==> src/rtl/io_nibble_scheduler.sv <==
`timescale 1ns/1ps
// -----------------------------------------------------------------------------
// io_nibble_scheduler
//
// Shares a 4-bit nibble input port of a downstream design between two
// byte-wide requesters. One requester is granted at a time. Its byte is sent
// as two nibble beats, low nibble first. After a fixed settle time the 8-bit
// design output is sampled and returned, tagged with the requester id.
//
// Parameters
//   RESP_WAIT   cycles between the high-nibble beat and the dout sample (0..15)
//
// Configuration macro
//   SCHED_STRICT_PRIO_EN  defined  : requester 0 always wins a tie
//                         undefined: round robin on ties (default)
//
// Ports
//   clk, reset_n                      clock (rising edge), async active-low reset
//   req0_valid/ready/data/toggle      requester 0 byte handshake
//   req1_valid/ready/data/toggle      requester 1 byte handshake
//   rsp_valid/ready/id/data           response handshake (sampled dout + owner)
//   dut_din/valid/toggle              nibble drive towards the design
//   dut_dout                          design output, sampled once per byte
//   busy                              high whenever not idle
// -----------------------------------------------------------------------------
module io_nibble_scheduler #(
  parameter int unsigned RESP_WAIT = 2
) (
  input  logic       clk,
  input  logic       reset_n,
  input  logic       req0_valid,
  output logic       req0_ready,
  input  logic [7:0] req0_data,
  input  logic       req0_toggle,
  input  logic       req1_valid,
  output logic       req1_ready,
  input  logic [7:0] req1_data,
  input  logic       req1_toggle,
  output logic       rsp_valid,
  input  logic       rsp_ready,
  output logic       rsp_id,
  output logic [7:0] rsp_data,
  output logic [3:0] dut_din,
  output logic       dut_valid,
  output logic       dut_toggle,
  input  logic [7:0] dut_dout,
  output logic       busy
);

  typedef enum logic [2:0] {
    S_IDLE = 3'd0,
    S_LO   = 3'd1,
    S_HI   = 3'd2,
    S_WAIT = 3'd3,
    S_RESP = 3'd4
  } state_e;

  // The wait counter counts down to zero, so it is loaded one short.
  localparam logic [3:0] WAIT_LOAD = (RESP_WAIT == 0) ? 4'd0 : 4'(RESP_WAIT - 1);

  state_e     state_q, state_d;
  logic       last_grant_q, last_grant_d;
  logic       id_q, id_d;
  logic [7:0] rsp_data_q, rsp_data_d;
  logic [3:0] cnt_q, cnt_d;
  logic [7:0] data_q, data_d;
  logic       tog_q, tog_d;

  logic       in_idle;
  logic       both_valid;
  logic       any_valid;
  logic       grant;
  logic       tie_grant;

  assign in_idle    = (state_q == S_IDLE);
  assign both_valid = req0_valid & req1_valid;
  assign any_valid  = req0_valid | req1_valid;

`ifdef SCHED_STRICT_PRIO_EN
  assign tie_grant = 1'b0;
`else
  assign tie_grant = ~last_grant_q;
`endif

  // With a single valid requester the grant simply follows it; with none the
  // value is unused.
  assign grant = both_valid ? tie_grant : ~req0_valid;

  // Ready is gated by reset_n so nothing is acknowledged while reset is held.
  assign req0_ready = reset_n & in_idle & req0_valid & ~grant;
  assign req1_ready = reset_n & in_idle & req1_valid &  grant;

  always_comb begin
    state_d      = state_q;
    last_grant_d = last_grant_q;
    id_d         = id_q;
    rsp_data_d   = rsp_data_q;
    cnt_d        = cnt_q;
    data_d       = data_q;
    tog_d        = tog_q;
    dut_din      = 4'd0;
    dut_valid    = 1'b0;
    dut_toggle   = 1'b0;

    unique case (state_q)
      S_IDLE: begin
        if (any_valid) begin
          id_d         = grant;
          last_grant_d = grant;
          data_d       = grant ? req1_data   : req0_data;
          tog_d        = grant ? req1_toggle : req0_toggle;
          state_d      = S_LO;
        end
      end
      S_LO: begin
        dut_din    = data_q[3:0];
        dut_valid  = 1'b1;
        dut_toggle = tog_q;
        state_d    = S_HI;
      end
      S_HI: begin
        dut_din    = data_q[7:4];
        dut_valid  = 1'b1;
        dut_toggle = tog_q;
        if (RESP_WAIT == 0) begin
          rsp_data_d = dut_dout;
          state_d    = S_RESP;
        end else begin
          cnt_d   = WAIT_LOAD;
          state_d = S_WAIT;
        end
      end
      S_WAIT: begin
        if (cnt_q == 4'd0) begin
          rsp_data_d = dut_dout;
          state_d    = S_RESP;
        end else begin
          cnt_d = cnt_q - 4'd1;
        end
      end
      S_RESP: begin
        if (rsp_ready) state_d = S_IDLE;
      end
      default: state_d = S_IDLE;
    endcase
  end

  always_ff @(posedge clk or negedge reset_n) begin
    if (!reset_n) begin
      state_q      <= S_IDLE;
      last_grant_q <= 1'b1;
      id_q         <= 1'b0;
      rsp_data_q   <= 8'd0;
      cnt_q        <= 4'd0;
    end else begin
      state_q      <= state_d;
      last_grant_q <= last_grant_d;
      id_q         <= id_d;
      rsp_data_q   <= rsp_data_d;
      cnt_q        <= cnt_d;
    end
  end

  // Captured byte and toggle are only consumed after a fresh accept, so they
  // carry no reset.
  always_ff @(posedge clk) begin
    data_q <= data_d;
    tog_q  <= tog_d;
  end

  assign rsp_valid = (state_q == S_RESP);
  assign rsp_id    = id_q;
  assign rsp_data  = rsp_data_q;
  assign busy      = ~in_idle;

endmodule
==> config.mk <==
export PLATFORM = sky130hd
export DESIGN_NAME = io_nibble_scheduler
export DESIGN_NICKNAME = d
export VERILOG_FILES = /design/src/rtl/io_nibble_scheduler.sv
export SDC_FILE = /design/constraint.sdc
export NUM_CORES = 1
export LEC_CHECK = 0
export CORE_UTILIZATION = 46
export CTS_BUF_LIST = sky130_fd_sc_hd__clkbuf_16
export DETAILED_ROUTE_END_ITERATION = 6
export PLACE_DENSITY = 0.81
export SLEW_MARGIN = 20
export SYNTH_ARGS = -nofsm -noshare
export SYNTH_HDL_FRONTEND = slang
export SYNTH_SLANG_ARGS = --single-unit
==> constraint.sdc <==
create_clock -name clk -period 5 [get_ports clk]
set_input_delay 1 -clock clk [delete_from_list [all_inputs] [get_ports clk]]
set_output_delay 1 -clock clk [all_outputs]
set_load 0.005 [all_outputs]
# Word-level counts from Yosys, hierarchy flattened
# Index checks and enable logic that the tools add are counted.
# word_totals
reg_bits	26
latch_bits	0
ramBits	0
romBits	0
inputBits	31
wordCells	47
mem_count	0
# op_classes
addsub	1
multipliers	0
div_mod_pow	0
order_cmp	0
n_eq_ne	8
shift	0
muxes	12
bitwise_logic	11
reduce_logical	8
# op_table
operator	count
4-bit one-hot mux with 2 select lines	2
3-bit one-hot mux with 5 select lines	1
3-bit 2-to-1 mux	3
8-bit 2-to-1 mux	1
1-bit AND	6
3-bit by 2-bit == test with 1-bit output, second input constant	2
2-bit AND reduction	3
4-bit logical NOT	1
1-bit 2-to-1 mux	4
4-bit 2-to-1 mux	1
2-bit by 1-bit != test with 1-bit output, second input constant	2
2-bit != test, second input constant	2
1-bit NOT	4
4-bit by 1-bit subtractor with 4-bit output, second input constant	1
3-bit by 1-bit == test with 1-bit output, second input constant	1
3-bit == test, second input constant	1
3-bit logical NOT	1
3-bit AND reduction	1
2-bit nonzero test	1
2-bit OR reduction	1
1-bit bitwise OR	1

# Logic depth before layout (Yosys ltp)
# depth
ltp_word	4
depth_mapped	6

# Worst setup path after synthesis
# Ideal clock, no wire load.
# synth_timing
kind	input to output
startpoint	in req1_valid
endpoint	out req1_ready
arrival_ns	1.637
t_required_ns	4.000
path_slack_ns	2.363
cell_stages	4
path_buffers	1
cell_sequence	inv_1 o21ai_1 buf_2 nor3b_1
# synth_between
elab_chain_len	3
# synth_rtl
element	line_no	source
start, declared	35	input logic req1_valid,
1-bit AND	76	assign both_valid = req0_valid & req1_valid;
1-bit 2-to-1 mux	87	assign grant = both_valid ? tie_grant : ~req0_valid;
1-bit AND (*)	91	assign req1_ready = reset_n & in_idle & req1_valid & grant;
end, declared	36	output logic req1_ready,
# Mark *: on every way between the ends. The rest lies on a longest branch, timed or not.

# Worst setup path after layout
# Same ends and word-level chain as after synthesis.

==> key figures <==
Layout
  • Final layout net count: 188
  • Most common library cell in the layout ignoring fill and taps: sky130_fd_sc_hd__clkdlybuf4s50_1
  • Fraction of layout instances using a drive strength above 1: 0.130
  • Commonest cells after routing, fill and taps aside: sky130_fd_sc_hd__clkdlybuf4s50_1 (49), sky130_fd_sc_hd__dfrtp_1 (16), sky130_fd_sc_hd__nor2_1 (9), sky130_fd_sc_hd__mux2_2 (9), sky130_fd_sc_hd__edfxtp_1 (9)
  • Synthesis-to-finish area growth: 46.1%
  • Number of antenna repair diodes: 0
  • Layout filler cell count: 182

Die
  • Die Width: roughly 55 um
  • Std-Cell Core Area: 0.00257 mm^2
  • Number of standard-cell rows in the floorplan: 18
  • Initial Utilization: 0.505
  • Total die area: approximately 0.0030 mm^2
  • Top Ports: 50
  • Die height: between 50 and 60 um

Logic synthesis
  • Portion of the post-synthesis area used by sequential elements: 0.538
  • Synth top area share: 0.309
  • Top cells by area in the synthesized netlist: sky130_fd_sc_hd__dfrtp_1 (31%), sky130_fd_sc_hd__edfxtp_1 (21%), sky130_fd_sc_hd__mux2_2 (7.8%)
  • Mapped Area: around 0.0013 mm^2
  • Mapped Nets: ~140
  • Post-synthesis instance total: between 100 and 150
  • Synth Register Bits: 26
  • Yosys cell types: 39
  • Average instance area after synthesis: 12.5 um^2
  • Area leader, netlist: sky130_fd_sc_hd__dfrtp_1
  • Warnings from Yosys: 0

Critical path
  • Setup CP Type: in2out
  • Capturing point of the worst reg2reg path: data_q[5]
  • Data required, critical path: around 4.0 ns
  • Data arrival time at the worst-slack endpoint: roughly 2.7 ns
  • Number of cells on the worst reg-to-reg path: 3
  • Kind of cell adding the most delay to the critical path: buffers and inverters
  • Total stage count of the critical path: 6
  • Worst-path cell chain: clkdlybuf4s50_1 > inv_1 > o21ai_1 > buf_4 > nor3b_1 > clkdlybuf4s50_1
  • Top fanout value on the critical path: 11
  • Worst stage delay on the critical path: 0.56 ns
  • Sort of element at the end of the critical path: output pin
  • Launch point of the critical path: req1_valid
  • Timing endpoint of the critical path: req1_ready
  • R2r setup slk: approximately 3.1 ns
  • Worst reg2reg path startpoint: state_q[0]
  • Max stage delay cell, worst path: sky130_fd_sc_hd__clkdlybuf4s50_1
  • Buffering stage count on the worst path with inverters included: 4
  • Critical Path Most Common Cell: sky130_fd_sc_hd__clkdlybuf4s50_1
  • Kind of launch point of the worst setup path: input port

Pwr
  • Peak supply drop: a little under 400 uV
  • Overall power consumption: 1.05 mW
  • Total power per unit cell area: ~560 mW/mm^2
  • Leakage Power: about 0.77 nW

Clock tree
  • Post CTS Setup Buffer Count: 0
  • Buffer levels on the longest clock path: 2
  • Hold-fix buffers at CTS: 0
  • Clock buffers created by TritonCTS: 3
  • Clock insertion delay at the later pin of the skew report: between 0.2 and 0.3 ns
  • Clk sinks: 26
  • Number of resized instances in the post-cts repair step: 0
  • Root Buffer Master: sky130_fd_sc_hd__clkbuf_16
  • CTS tree: built
  • H-Tree Level Count: 1
  • Clk pin slew, worst setup/hold paths: 0.06 ns

STA
  • Count of endpoints failing setup in the final report: 0
  • Unrepaired setup endpoints after global routing: no
  • Post-Route Skew: ~0.0027 ns
  • Max-slew violation count: 0
  • Worst slew pin tran: slightly above 0.7 ns
  • Count of final hold-check violations: 0
  • Highest Clock Rate: 272 MHz
  • Total negative slack for setup checks: 0 ns
  • Relative slew slack: 0.514
  • Tmin final: approximately 3.7 ns
  • Share of the clock period used by the worst path: 0.735

Global routing
  • GRT Util Overall: 0.198
  • Maximum number of pins on one net before global-route repair: 19
  • Grt total ovfl: 0
  • Antenna violations before repair: 0
  • First-pass GRT wire length: a little over 4 mm
  • Number of global-route vias before repair: 920

Drt
  • Routed length per instance: roughly 14 um
  • Number of DRC violations after detailed-routing iteration 0: 28
  • Total number of vias: roughly 980
  • Routed WL: between 2 and 3 mm
  • Number of iterations in the first detailed-routing pass: 4
  • Count of antenna-violating nets left after detailed routing: 0
  • Via count normalized by instance count: between 5 and 6
  • Post-route DRC: 0

Placed design
  • Number of buffers inserted by port buffering: 49
  • HPWL Detailed: 2.02 mm
  • Final estimated routing congestion in global placement: roughly 0.74

Status
  • Status: complete, no violations

Min path
  • Tightest Hold Check Type: reg2reg

Run
  • Total of max-cap violations: 0
## flip-flops by register name, summed over array words and instances, names as in the netlist
signal and flops:
state_q 3, cnt_q 4, tog_q 1, last_grant_q 1, data_q 8, rsp_id 1
rsp_data 8
## worst min path at each step
stage / startpoint / to / slack [ns] / depth (start not counted)
global placement: rsp_data[3] / rsp_data[3] / 0.47 / 1
global route: rsp_data[1] / rsp_data[1] / 0.51 / 1
CTS: rsp_data[6] / rsp_data[6] / 0.50 / 1
finish: rsp_data[4] / rsp_data[4] / 0.49 / 1
floorplan: cnt_q[0] / cnt_q[0] / 0.46 / 1
detailed placement: rsp_data[6] / rsp_data[6] / 0.48 / 1
## Yosys cell counts, drive strengths merged
cell type	number
nand3b	1
o21ai	2
a31oi	1
nor3	2
nand2	3
ha	2
dfrtp	16
or3	1
nor2b	3
a21o	2
clkbuf	1
nor2	9
o31ai	2
inv	6
or4	1
mux2	17
o211ai	1
or3b	1
o21ba	1
a311o	1
a22oi	4
o22ai	1
buf	4
and2	1
a21oi	2
a32o	1
edfxtp	9
mux2i	1
or2	1
nor3b	4
and3	1
dfstp	1
nor4b	1
## where the power goes
group | switching [mW] | internal [mW]
Combinational | 0.179 | 0.271
Clock | 0.0711 | 0.139
Sequential | 0.0729 | 0.321
Total | 0.323 | 0.731
## kinds of logic (layout without fill, tap and decap cells)
| group | Yosys count | in the layout | share of synthesized area |
|---|---|---|---|
| and+or+nand+nor | 29 | 29 | 0.135 |
| adders and majority gates | 2 | 2 | 0.0193 |
| buffers and inverters | 11 | 61 | 0.0521 |
| muxes | 18 | 18 | 0.155 |
| DFF | 26 | 26 | 0.538 |
| AOI/OAI and AO/OA | 18 | 18 | 0.100 |
## per-layer routing
layer / part of all wire / vias up / GRT usage / routed length, um
met5: 0 / - / 0 / 0
met4: 0.0087 / 0 / 0.0625 / 23
met3: 0.043 / 2 / 0.0437 / 114
met2: 0.49 / 26 / 0.331 / 1310
met1: 0.45 / 470 / 0.252 / 1210
li1: - / 477 / - / -
## through the flow
step / util / instance area, um^2 / setup WS, ns / hold slack [ns] / std cells
after floorplan: - / 1300 / 2.36 / 0.462 / 104
after global placement: 0.699 / 1790 / 1.36 / 0.472 / 180
after detailed placement: 0.699 / 1790 / 1.34 / 0.482 / 180
after CTS: 0.738 / 1890 / 1.31 / 0.497 / 184
after global routing: 0.738 / 1890 / 1.23 / 0.506 / 184
final: 0.738 / 1890 / 1.33 / 0.492 / 184
## final cells by class
type	count	area, um^2	share of cell area
repair buffers	51	505	0.267
flip-flops and latches	26	697	0.368
multi-input cells	67	532	0.281
well taps	30	37.5	0.0198
clock buffers	4	100	0.0528
inverters	6	22.5	0.0119
Power figures use the tool's default switching activity.
